### src/rtl/mem_access_stage.sv
// MEM stage: req/ack data-memory master for loads/stores, load alignment/extension, branch resolve, MEM/WB register.
// Memory ops take >= 2 cycles with o_stall high until ack; define MEM_MISALIGN_TRAP_EN to trap misaligned accesses.
module mem_access_stage #(
  parameter int NB_PC   = 32,
  parameter int NB_DATA = 32,
  parameter int NB_REG  = 5,
  parameter int NB_ADDR = 32
) (
  input  logic               i_clock,
  input  logic               i_reset,
  input  logic               MEM_reg_write,
  input  logic               MEM_mem_to_reg,
  input  logic               MEM_mem_read,
  input  logic               MEM_mem_write,
  input  logic               MEM_branch,
  input  logic               MEM_zero,
  input  logic               MEM_byte_en,
  input  logic               MEM_halfword_en,
  input  logic               MEM_word_en,
  input  logic               MEM_r31_ctrl,
  input  logic               MEM_unsigned,
  input  logic [NB_PC-1:0]   MEM_branch_addr,
  input  logic [NB_DATA-1:0] MEM_alu_result,
  input  logic [NB_DATA-1:0] MEM_data_a,
  input  logic [NB_REG-1:0]  MEM_selected_reg,
  input  logic [NB_PC-1:0]   MEM_pc,
  output logic               o_dmem_req,
  output logic               o_dmem_we,
  output logic [NB_ADDR-1:0] o_dmem_addr,
  output logic [3:0]         o_dmem_be,
  output logic [NB_DATA-1:0] o_dmem_wdata,
  input  logic               i_dmem_ack,
  input  logic [NB_DATA-1:0] i_dmem_rdata,
  output logic               o_stall,
  output logic               o_pc_src,
  output logic [NB_PC-1:0]   o_branch_addr,
  output logic               WB_reg_write,
  output logic               WB_mem_to_reg,
  output logic               WB_r31_ctrl,
  output logic [NB_DATA-1:0] WB_read_data,
  output logic [NB_DATA-1:0] WB_alu_result,
  output logic [NB_REG-1:0]  WB_selected_reg,
  output logic [NB_PC-1:0]   WB_pc,
  output logic               o_misalign
);

  typedef enum logic {ST_IDLE = 1'b0, ST_WAIT = 1'b1} state_t;
  typedef enum logic [1:0] {SZ_BYTE = 2'd0, SZ_HALF = 2'd1, SZ_WORD = 2'd2} size_t;

  state_t             state_q, state_d;
  size_t              size;
  logic               access, is_store, is_load;
  logic               misalign, trap, ack_done, stall;
  logic [1:0]         offset;
  logic [NB_ADDR-1:0] eff_addr;

  logic               req_q, req_d;
  logic               we_q, we_d;
  logic [NB_ADDR-1:0] addr_q, addr_d;
  logic [3:0]         be_q, be_d, lane_be;
  logic [NB_DATA-1:0] wdata_q, wdata_d, lane_wdata;

  logic [7:0]         rd_byte;
  logic [15:0]        rd_half;
  logic               ext_bit;
  logic [NB_DATA-1:0] load_data;

  logic               wb_reg_write_q, wb_mem_to_reg_q, wb_r31_ctrl_q;
  logic [NB_DATA-1:0] wb_read_data_q, wb_read_data_d, wb_alu_result_q;
  logic [NB_REG-1:0]  wb_selected_reg_q;
  logic [NB_PC-1:0]   wb_pc_q;

  assign access   = MEM_mem_read | MEM_mem_write;
  assign is_store = MEM_mem_write;
  assign is_load  = MEM_mem_read & ~MEM_mem_write;
  assign offset   = MEM_alu_result[1:0];
  assign eff_addr = NB_ADDR'(MEM_alu_result);

  always_comb begin
    size = SZ_WORD;
    if (MEM_word_en)          size = SZ_WORD;
    else if (MEM_halfword_en) size = SZ_HALF;
    else if (MEM_byte_en)     size = SZ_BYTE;
  end

`ifdef MEM_MISALIGN_TRAP_EN
  assign misalign = access & (((size == SZ_HALF) & offset[0]) |
                              ((size == SZ_WORD) & (offset != 2'b00)));
`else
  assign misalign = 1'b0;
`endif

  // A trapped access never leaves IDLE, so the check only matters there.
  assign trap     = (state_q == ST_IDLE) & misalign;
  assign ack_done = (state_q == ST_WAIT) & i_dmem_ack;
  assign stall    = i_reset & access & ~trap & ~ack_done;

  assign o_stall       = stall;
  assign o_pc_src      = MEM_branch & MEM_zero;
  assign o_branch_addr = MEM_branch_addr;

  always_comb begin
    lane_be    = 4'b1111;
    lane_wdata = MEM_data_a;
    case (size)
      SZ_BYTE: begin
        lane_be    = 4'b0001 << offset;
        lane_wdata = {4{MEM_data_a[7:0]}};
      end
      SZ_HALF: begin
        lane_be    = offset[1] ? 4'b1100 : 4'b0011;
        lane_wdata = {2{MEM_data_a[15:0]}};
      end
      default: ;
    endcase
  end

  always_comb begin
    state_d = state_q;
    req_d   = req_q;
    we_d    = we_q;
    addr_d  = addr_q;
    be_d    = be_q;
    wdata_d = wdata_q;
    case (state_q)
      ST_IDLE: begin
        if (access & ~trap) begin
          state_d = ST_WAIT;
          req_d   = 1'b1;
          we_d    = is_store;
          addr_d  = eff_addr & ~NB_ADDR'(3);
          be_d    = lane_be;
          wdata_d = lane_wdata;
        end
      end
      ST_WAIT: begin
        if (i_dmem_ack) begin
          state_d = ST_IDLE;
          req_d   = 1'b0;
        end
      end
      default: state_d = ST_IDLE;
    endcase
  end

  always_ff @(posedge i_clock or negedge i_reset) begin
    if (!i_reset) begin
      state_q <= ST_IDLE;
      req_q   <= 1'b0;
      we_q    <= 1'b0;
      addr_q  <= '0;
      be_q    <= 4'b0000;
      wdata_q <= '0;
    end else begin
      state_q <= state_d;
      req_q   <= req_d;
      we_q    <= we_d;
      addr_q  <= addr_d;
      be_q    <= be_d;
      wdata_q <= wdata_d;
    end
  end

  assign o_dmem_req   = req_q;
  assign o_dmem_we    = we_q;
  assign o_dmem_addr  = addr_q;
  assign o_dmem_be    = be_q;
  assign o_dmem_wdata = wdata_q;

  // The EX/MEM register is frozen during WAIT, so offset/size still describe the pending load.
  assign rd_byte = i_dmem_rdata[{offset, 3'b000} +: 8];
  assign rd_half = offset[1] ? i_dmem_rdata[31:16] : i_dmem_rdata[15:0];

  always_comb begin
    ext_bit   = 1'b0;
    load_data = i_dmem_rdata;
    case (size)
      SZ_BYTE: begin
        ext_bit   = ~MEM_unsigned & rd_byte[7];
        load_data = {{(NB_DATA-8){ext_bit}}, rd_byte};
      end
      SZ_HALF: begin
        ext_bit   = ~MEM_unsigned & rd_half[15];
        load_data = {{(NB_DATA-16){ext_bit}}, rd_half};
      end
      default: ;
    endcase
  end

  assign wb_read_data_d = (is_load & ack_done) ? load_data : '0;

  always_ff @(posedge i_clock or negedge i_reset) begin
    if (!i_reset) begin
      wb_reg_write_q    <= 1'b0;
      wb_mem_to_reg_q   <= 1'b0;
      wb_r31_ctrl_q     <= 1'b0;
      wb_read_data_q    <= '0;
      wb_alu_result_q   <= '0;
      wb_selected_reg_q <= '0;
      wb_pc_q           <= '0;
    end else if (stall) begin
      wb_reg_write_q    <= 1'b0;
    end else begin
      wb_reg_write_q    <= MEM_reg_write & ~trap;
      wb_mem_to_reg_q   <= MEM_mem_to_reg;
      wb_r31_ctrl_q     <= MEM_r31_ctrl;
      wb_read_data_q    <= wb_read_data_d;
      wb_alu_result_q   <= MEM_alu_result;
      wb_selected_reg_q <= MEM_selected_reg;
      wb_pc_q           <= MEM_pc;
    end
  end

  assign WB_reg_write    = wb_reg_write_q;
  assign WB_mem_to_reg   = wb_mem_to_reg_q;
  assign WB_r31_ctrl     = wb_r31_ctrl_q;
  assign WB_read_data    = wb_read_data_q;
  assign WB_alu_result   = wb_alu_result_q;
  assign WB_selected_reg = wb_selected_reg_q;
  assign WB_pc           = wb_pc_q;

`ifdef MEM_MISALIGN_TRAP_EN
  logic misalign_q;
  always_ff @(posedge i_clock or negedge i_reset) begin
    if (!i_reset) misalign_q <= 1'b0;
    else          misalign_q <= trap;
  end
  assign o_misalign = misalign_q;
`else
  assign o_misalign = 1'b0;
`endif

endmodule

### config.mk
export PLATFORM = sky130hd
export DESIGN_NAME = mem_access_stage
export DESIGN_NICKNAME = d
export VERILOG_FILES = /design/src/rtl/mem_access_stage.sv
export SDC_FILE = /design/constraint.sdc
export NUM_CORES = 1
export LEC_CHECK = 0
export BUFFER_PORTS_ARGS = -buffer_cell sky130_fd_sc_hd__buf_2
export CAP_MARGIN = 30
export CORE_AREA = 4 4 150 152
export DETAILED_ROUTE_END_ITERATION = 8
export DIE_AREA = 0 0 154 156
export GPL_ROUTABILITY_DRIVEN = 0
export PLACE_DENSITY = 0.68
export SETUP_SLACK_MARGIN = 0.4
export SLEW_MARGIN = 15
export SYNTH_ARGS = -nofsm -noshare
export SYNTH_HDL_FRONTEND = slang
export SYNTH_SLANG_ARGS = --single-unit
### constraint.sdc
create_clock -name i_clock -period 2.1 [get_ports i_clock]
set_input_delay 0.63 -clock i_clock [delete_from_list [all_inputs] [get_ports i_clock]]
set_output_delay 0.63 -clock i_clock [all_outputs]
set_load 0.01 [all_outputs]
==> impl_metrics.toml, run 1 <==
[outcome]
status = "completed"

[sta]
finalMaxSlewViolations = 0
clock.fmax_mhz = 519
finalClockSkew_ps = 10.1
worst_slew_pin_slew_ps = 755
worst_slack_ps = 173
fin_crit_sh = 0.918
hold_viol = 0
relSlewSlack = 0.497
finalSetupViolCount = 0
fin_crit_ps = 1930
tns_ps = 0
rsz0062_at_grt = "yes"

[final_layout]
drive_gt1_frac = 0.485
diodes = 0
syn2layout_area_growth_pct = 41.8
post-route-util = 0.516
fin_nets = 1200
multiInputGateArea_um2 = 3120
finalNonFillerCells = 1309
fill_cells = 1889
seqCellArea_um2 = 4330

[power]
leakage_nw = 5.68
p_per_area_nw_per_um2 = 857
finalPower_w = 0.00930
ir_drop_uv = 534

[clock_network]
clkTransAtPathRegs_ps = 80
clock-sinks = 173
htreeDepth = 4
cts_buffers = 17
cts.path.max_buffers = 2
clkLatencyLatePin_ps = 430
root_buffer = "clkbuf_16"
cts_tree = "yes"

[synthesis]
netlist_top_cells_area = "dfrtp_1 57%, mux2_2 11%, nand2_1 8.2%"
synthMuxAreaShare = 0.118
synthAdderAreaFrac = 0
synth_top_cell_by_area = "dfrtp_1"
synth_compound_area_frac = 0.125
synth_flop_cell = "dfrtp_1"
synth_top_family_by_area = "simple AND/OR/NAND/NOR gates"
yosysWarnings = 0
synth_area_per_cell_um2 = 11.0
synth_edf_count = 0
yosysMostFrequentCell = "dfrtp_1"
synth_cell_type_count = 40
async_reset_ff_frac = 1.00
yosys.area_share.simple = 0.126
yosys-top-cells-count = "173 x dfrtp_1, 167 x nand2_1, 73 x mux2_2"
syn_inst = 698
synth-xor-area-share = 0
synth_top_cell_area_share = 0.565
ys_seq_area_frac = 0.565
syn_area_um2 = 7660
synth_seq_cells = 173

[critical_path]
critical-path-slowest-cell = "dfrtp_1"
worstPathArrival_ps = 1300
endpoint_kind = "output port"
crit_chain = "buf_6 -> a21oi_4 -> buf_12 -> buf_8"
path_delay_family = "flip-flops"
max_stage_delay_ps = 390
worstSetupPathType = "reg2out"
cp_max_fo = 2
critPathBufInv = 3
worst_ep_required_time_ps = 1470
startpoint_type = "flip-flop"

[routing]
wl_per_cell_um = 18.5
drt-initial-drc-count = 366
drc_errors = 0
vias_per_cell = 4.94
detail_route.first_pass.iterations = 5
ant_nets = 0
wirelength_um = 24200
vias = 6464

[global_route]
antenna_found_initial = 1
grt_overflow = 0
track_usage = 0.186
grt_max_degree = 140
grt_pass1_vias = 6452
grt_pass1_wl_um = 35700

[place]
dp_cells = 1254
io_buffers = 320
place_hpwl_um = 16800
dpl_worst_slack_ps = 9.35

[min_path]
hold_class = "in2async"

[floorplanning]
num_rows = 53
die_h_um = 156
io_pins = 388
initial_utilization = 0.364
die_w_um = 154
die-area_um2 = 24000
design.core.area_um2 = 21000

[run]
maxCapViolations = 0
-- worst reg2reg max path, stage by stage (launching register included) --
cell     delay (ps)
dfrtp_1         390
buf_6           130
a21oi_4         140
buf_12          120
buf_4           100
buf_6           100
buf_12          120
buf_6           120
buf_12          120
mux2_2          340
-- logic make-up after synthesis --
kind of cell,after synthesis
AND/OR/NAND/NOR,221
flip-flops,173
AO/OA/AOI/OAI,135
buffers and inverters,87
multiplexers,81
other,1
-- through the flow --
step	cell area, µm²	hold slack, ps
3_3_place_gp	9610	448
4_1_cts	10200	340
5_1_grt	10900	365
3_5_place_dp	9610	451
6_report	10900	352
2_1_floorplan	7750	334
-- placed cells by master, fill, tap and decap left out, types with 2 or more instances in the layout --
cell type	instances
mux2_2	19
a22o_1	15
mux2_4	54
buf_8	5
nand3_1	2
clkbuf_16	24
nor2b_1	12
a211o_1	8
nand2b_1	2
conb_1	3
clkinv_8	3
o21ai_0	26
a21oi_4	2
buf_4	34
and3b_1	7
dfrtp_1	173
inv_8	7
nand3b_1	7
a222oi_1	7
o21ai_1	3
nor2_1	18
buf_6	10
buf_2	316
o2bb2ai_1	7
clkinvlp_4	2
clkinv_4	2
o21ai_2	2
o21bai_4	2
nand2_1	167
mux2i_1	8
a221o_1	16
inv_1	3
a21oi_1	40
buf_12	13
-- final cells by class --
type | instances | area share
Clock buffer | 17 | 0.0392
Clock inverter | 15 | 0.0152
Inverter | 4 | 0.00138
Multi-Input combinational cell | 440 | 0.287
Sequential cell | 173 | 0.399
Tap cell | 275 | 0.0317
Timing Repair Buffer | 385 | 0.227
-- report_power, final --
| part | internal, W | switching (W) |
|---|---|---|
| combinational | 0.00101 | 0.00111 |
| sequential | 0.00377 | 0.000247 |
| clock | 0.00160 | 0.00156 |
| total | 0.00639 | 0.00292 |
-- path summary, 6_finish.rpt --
path / start / endpoint / slack [ps] / cells after the start
min reg2reg: o_dmem_be[1] / o_dmem_be[1] / 460 / 2
max reg2reg: state_q / WB_selected_reg[3] / 310 / 9
min: i_reset / WB_alu_result[8] / 350 / 3
max: state_q / o_stall / 170 / 4
min in group i_clock: MEM_alu_result[31] / o_dmem_addr[31] / 400 / 3
max in group asynchronous: i_reset / WB_read_data[1] / 1100 / 3
-- routing by layer --
metal / vias to the layer above / track usage / part of all wire
li1: 3012 / - / -
met1: 3134 / 0.227 / 0.39
met2: 275 / 0.310 / 0.50
met3: 41 / 0.0685 / 0.092
met4: 2 / 0.0517 / 0.015
met5: - / 0 / 0.00054
-- timing repair --
item | CTS | global route
gates resized for setup | 5 | 84
setup buffers | 3 | 11
hold buffers | 0 | 0
endpoints found under the setup margin | 1 | 95
cloned | 0 | 9
pin swaps | 1 | 10
Power figures use the tool's default switching activity.
==> inputs of run 2 (changes only) <==
- ABC_AREA: unset -> 1
- PLACE_DENSITY: 0.68 -> 0.69
==> run 2 against run 1 <==
Total power is 0.80% lower. Clock power is 6% higher. Cell count is 17% higher. Register-to-register slack better by 330 ps. Critical path type is now in2out. Fmax is 4.2% higher. Die area stayed put. Cell area is 6.5% lower. Largest cell class unchanged. Clock-buffer cell count stayed put. Area after synthesis is 1.5% higher. Synthesized cell count is 38% higher.
==> impl_metrics.toml, run 2 <==
[critical_path]
endpoint_kind = "output port"
critical-path-slowest-cell = "nor2_4"
r2r-end = "WB_read_data[15]"
cp_max_fo = 3
cp_common_cell = "buf_6"
r2r_start = "state_q"
path_delay_family = "buffers and inverters"
critPathBufInv = 4
max_stage_delay_ps = 140
worst-path-stages = 6
r2r_slack_ps = 640
r2r_cells = 7
worst_ep_required_time_ps = 1470
worstSetupPathType = "in2out"
startpoint_type = "primary input"
crit_chain = "buf_6 -> nor2_4 -> inv_2 -> nand3_4 -> clkinv_4 -> buf_6"
worstPathArrival_ps = 1220

[final_layout]
drive_gt1_frac = 0.313
syn2layout_area_growth_pct = 30.6
final_cell_mix = "384 x nand2_1, 316 x buf_2, 173 x dfrtp_1"
fin_nets = 1426
diodes = 0
fill_cells = 2068
finalNonFillerCells = 1535
final_common_cell = "nand2_1"

[power]
switchingPower_w = 0.00289
p_seq_frac = 0.436
ir_drop_uv = 494
p_per_area_nw_per_um2 = 909
switching_share = 0.313
combPwrFrac = 0.203
finalPower_w = 0.00923
clockPowerShare = 0.362
leakage_nw = 5.69
internal_power_w = 0.00633

[global_route]
grt_pass1_wl_um = 38300
grt_max_degree = 94
track_usage = 0.198
grt_overflow = 0
grt_pass1_vias = 7186
antenna_found_initial = 0

[sta]
worst_slew_pin_slew_ps = 508
hold_viol = 0
finalMaxSlewViolations = 0
relSlewSlack = 0.662
fin_crit_ps = 1850
finalClockSkew_ps = 10.7
tns_ps = 0
fin_crit_sh = 0.881
rsz0062_at_grt = "yes"
finalSetupViolCount = 0
clock.fmax_mhz = 540

[synthesis]
yosys-top-cells-count = "385 x nand2_1, 173 x dfrtp_1, 97 x nor2_1"
syn_inst = 966
yosysMostFrequentCell = "nand2_1"
synth_flop_cell = "dfrtp_1"
synth_top_cell_by_area = "dfrtp_1"
async_reset_ff_frac = 1.00
syn_area_um2 = 7770
yosysWarnings = 0
synth_area_per_cell_um2 = 8.04
ys_seq_area_frac = 0.557
synth_edf_count = 0
synth_cell_type_count = 25
netlist_top_cells_area = "dfrtp_1 56%, nand2_1 19%, o21ai_0 5.0%"
synth_seq_cells = 173
synth_top_cell_area_share = 0.557

[routing]
drc_errors = 0
vias_per_cell = 4.60
wl_per_cell_um = 15.5
drt-initial-drc-count = 567
ant_nets = 0
wirelength_um = 23900
detail_route.first_pass.iterations = 5
vias = 7064

[floorplanning]
initial_utilization = 0.370
design.core.area_um2 = 21000
die-area_um2 = 24000
die_w_um = 154
die_h_um = 156
num_rows = 53
io_pins = 388

[clock_network]
root_buffer = "clkbuf_16"
cts_buffers = 17
clkTransAtPathRegs_ps = 80
clock-sinks = 173
hold_buffers = 0
clkLatencyLatePin_ps = 430
cts.path.max_buffers = 2
htreeDepth = 4
cts_tree = "yes"

[run]
maxCapViolations = 0

[place]
io_buffers = 320
place_hpwl_um = 17600
dp_cells = 1500

[min_path]
hold_class = "in2async"

[outcome]
status = "completed"
run 2: cell types whose count changed after synthesis, moves of 31 or more:
cell | previous run | this run
nor2_1 | 18 | 97
o21ai_0 | 27 | 77
nand2_1 | 167 | 385
mux2_2 | 73 | 0
inv_1 | 3 | 67
a21oi_1 | 42 | 11
run 2: how the worst max path moves through the flow:
stage | start | end | slack [ps]
after floorplan | MEM_mem_read | o_stall | 300
after global placement | MEM_mem_read | o_stall | 210
after detailed placement | MEM_mem_read | o_stall | 210
after CTS | state_q | o_stall | 210
final | MEM_mem_read | o_stall | 250
after global routing | state_q | o_stall | 200
run 2: layer usage:
| metal | vias to the layer above | wire length [µm] | global-route usage |
|---|---|---|---|
| met5 | - | 0 | 0 |
| li1 | 3505 | - | - |
| met1 | 3236 | 9920 | 0.256 |
| met4 | 0 | 535 | 0.0660 |
| met3 | 40 | 1840 | 0.0505 |
| met2 | 283 | 11600 | 0.326 |
run 2: metrics by stage:
step           setup WS [ps]  hold WS (ps)  instance area (µm²)   util
6_report                 250           298                10100  0.483
3_3_place_gp             210           449                 9480  0.451
5_1_grt                  198           315                10100  0.483
2_1_floorplan            299           334                 7800      -
3_5_place_dp             207           453                 9480  0.451
4_1_cts                  215           301                10100  0.482
run 2: cell families after synthesis:
kind of cell | share of synthesized area
buf+inv | 0.0982
compound gates | 0.0881
other cells | 0.000483
flops | 0.557
simple gates | 0.256
run 2: power groups by stage:
stage | Combinational (W) | Sequential, W | Clock, W
global route | 0.00210 | 0.00408 | 0.00356
floorplan | 0.000769 | 0.00428 | 0
finish | 0.00187 | 0.00402 | 0.00334
CTS | 0.00190 | 0.00402 | 0.00343
detailed placement | 0.00189 | 0.00408 | 0
global placement | 0.00185 | 0.00407 | 0
run 2: timing repair:
| action | in CTS | in global routing |
|---|---|---|
| setup buffers | 1 | 2 |
| pin swaps | 3 | 3 |
| endpoints found under the setup margin | 1 | 1 |
| resized for setup | 3 | 3 |
run 2: layout make-up:
class | count | area [µm²] | share of cell area
Timing Repair Buffer | 341 | 1860 | 0.183
Multi-Input combinational cell | 640 | 2710 | 0.267
Clock buffer | 17 | 425 | 0.0419
Tap cell | 275 | 344 | 0.0339
Sequential cell | 173 | 4330 | 0.427
Inverter | 74 | 283 | 0.0279
Clock inverter | 15 | 200 | 0.0197
==> inputs of run 3 (changes only) <==
- CORE_AREA: 4 4 150 152 -> 4 4 149 151
- CTS_BUF_LIST: unset -> sky130_fd_sc_hd__clkbuf_8
- DIE_AREA: 0 0 154 156 -> 0 0 153 155
- PLACE_DENSITY: 0.69 -> 0.7
==> run 3 against run 2 <==
Sequential cell count stayed put. Core utilization down 0.085 points. Cell count is 0.59% higher. Sequential power is essentially flat. Critical path type unchanged.
==> impl_metrics.toml, run 3 (synthesis results as in run 2) <==
[outcome]
status = "completed"

[sta]
finalMaxSlewViolations = 0
relSlewSlack = 0.383
finalSetupViolCount = 0
clock.fmax_mhz = 537
finalClockSkew_ps = 22.9
tns_ps = 0
rsz0062_at_grt = "yes"
fin_crit_sh = 0.886
fin_crit_ps = 1860
hold_viol = 0
worst_slew_pin_slew_ps = 925

[power]
ir_drop_uv = 384
finalPower_w = 0.00832
leakage_nw = 5.64
p_per_area_nw_per_um2 = 829

[clock_network]
cts_buffers = 17
htreeDepth = 4
cts_tree = "yes"
clkLatencyLatePin_ps = 460
cts.path.max_buffers = 2
root_buffer = "clkbuf_8"
clock-sinks = 173
clkTransAtPathRegs_ps = 110

[critical_path]
worstPathArrival_ps = 1230
worst_ep_required_time_ps = 1470
critical-path-slowest-cell = "nor2_4"
endpoint_kind = "output port"
startpoint_type = "primary input"
crit_chain = "buf_2 -> nor2_4 -> inv_2 -> nand3_4 -> inv_4 -> buf_6"
max_stage_delay_ps = 140
cp_max_fo = 3
worstSetupPathType = "in2out"

[floorplanning]
die-area_um2 = 23700
die_w_um = 153
initial_utilization = 0.373
num_rows = 53
io_pins = 388
design.core.area_um2 = 20800
die_h_um = 155

[final_layout]
final_common_cell = "nand2_1"
multiInputGateArea_um2 = 2710
seqCellArea_um2 = 4330
fill_cells = 2077
final_cell_mix = "384 x nand2_1, 304 x buf_2, 173 x dfrtp_1"
drive_gt1_frac = 0.318
fin_nets = 1435
syn2layout_area_growth_pct = 29.2
diodes = 0

[place]
io_buffers = 320
place_hpwl_um = 17500

[global_route]
grt_pass1_wl_um = 38200
antenna_found_initial = 0
grt_overflow = 0
grt_pass1_vias = 7024
track_usage = 0.198
grt_max_degree = 174

[routing]
ant_nets = 0
detail_route.first_pass.iterations = 5
vias = 7123
vias_per_cell = 4.61
drc_errors = 0
wirelength_um = 23400
drt-initial-drc-count = 484
wl_per_cell_um = 15.1

[run]
maxCapViolations = 0

[min_path]
hold_class = "in2async"
## run 3: layer usage
metal  wire [µm]  GRT usage  up-vias
met1        9560      0.248     3242
met2       11100      0.323      291
met4         655     0.0653        0
met5           0          0        -
li1            -          -     3539
met3        2090     0.0704       51
## run 3: through the flow
stage	std cells	cell area [µm²]	hold slack [ps]	setup WS (ps)	util
floorplan	968	7800	334	299	-
global placement	1502	9470	450	206	0.455
detailed placement	1502	9470	454	208	0.455
CTS	1535	9890	339	154	0.475
global route	1544	10000	320	136	0.482
finish	1544	10000	357	239	0.482
## run 3: timing repair
item	CTS	global route
pin swaps	2	0
gates resized for setup	2	18
hold buffers	0	0
setup buffers	1	9
endpoints found under the setup margin	3	30
## run 3: power breakdown
group          switching [W]  internal [W]  total [W]
Sequential          0.000240       0.00377    0.00401
Clock                0.00138       0.00100    0.00238
Combinational        0.00114      0.000785    0.00192
Total                0.00276       0.00556    0.00832
## run 3: path summary, 6_finish.rpt
check	from	endpoint	slack [ps]	cells after the start
max	MEM_mem_read	o_stall	240	6
min	i_reset	state_q	360	2
max reg2reg	state_q	o_dmem_wdata[19]	600	6
min reg2reg	WB_selected_reg[1]	WB_selected_reg[1]	470	2
max in group asynchronous	i_reset	WB_read_data[0]	1030	2
min in group i_clock	MEM_reg_write	WB_reg_write	370	3
## run 3: cell type report
| cell class | count | share of cell area |
|---|---|---|
| Clock buffer | 17 | 0.0233 |
| Clock inverter | 15 | 0.0176 |
| Inverter | 74 | 0.0279 |
| Multi-Input combinational cell | 640 | 0.270 |
| Sequential cell | 173 | 0.431 |
| Tap cell | 275 | 0.0343 |
| Timing Repair Buffer | 350 | 0.196 |
## run 3: worst max-delay path, delay by kind of cell
family	cells	cell delay, ps
simple gates	2	250
buf+inv	4	350
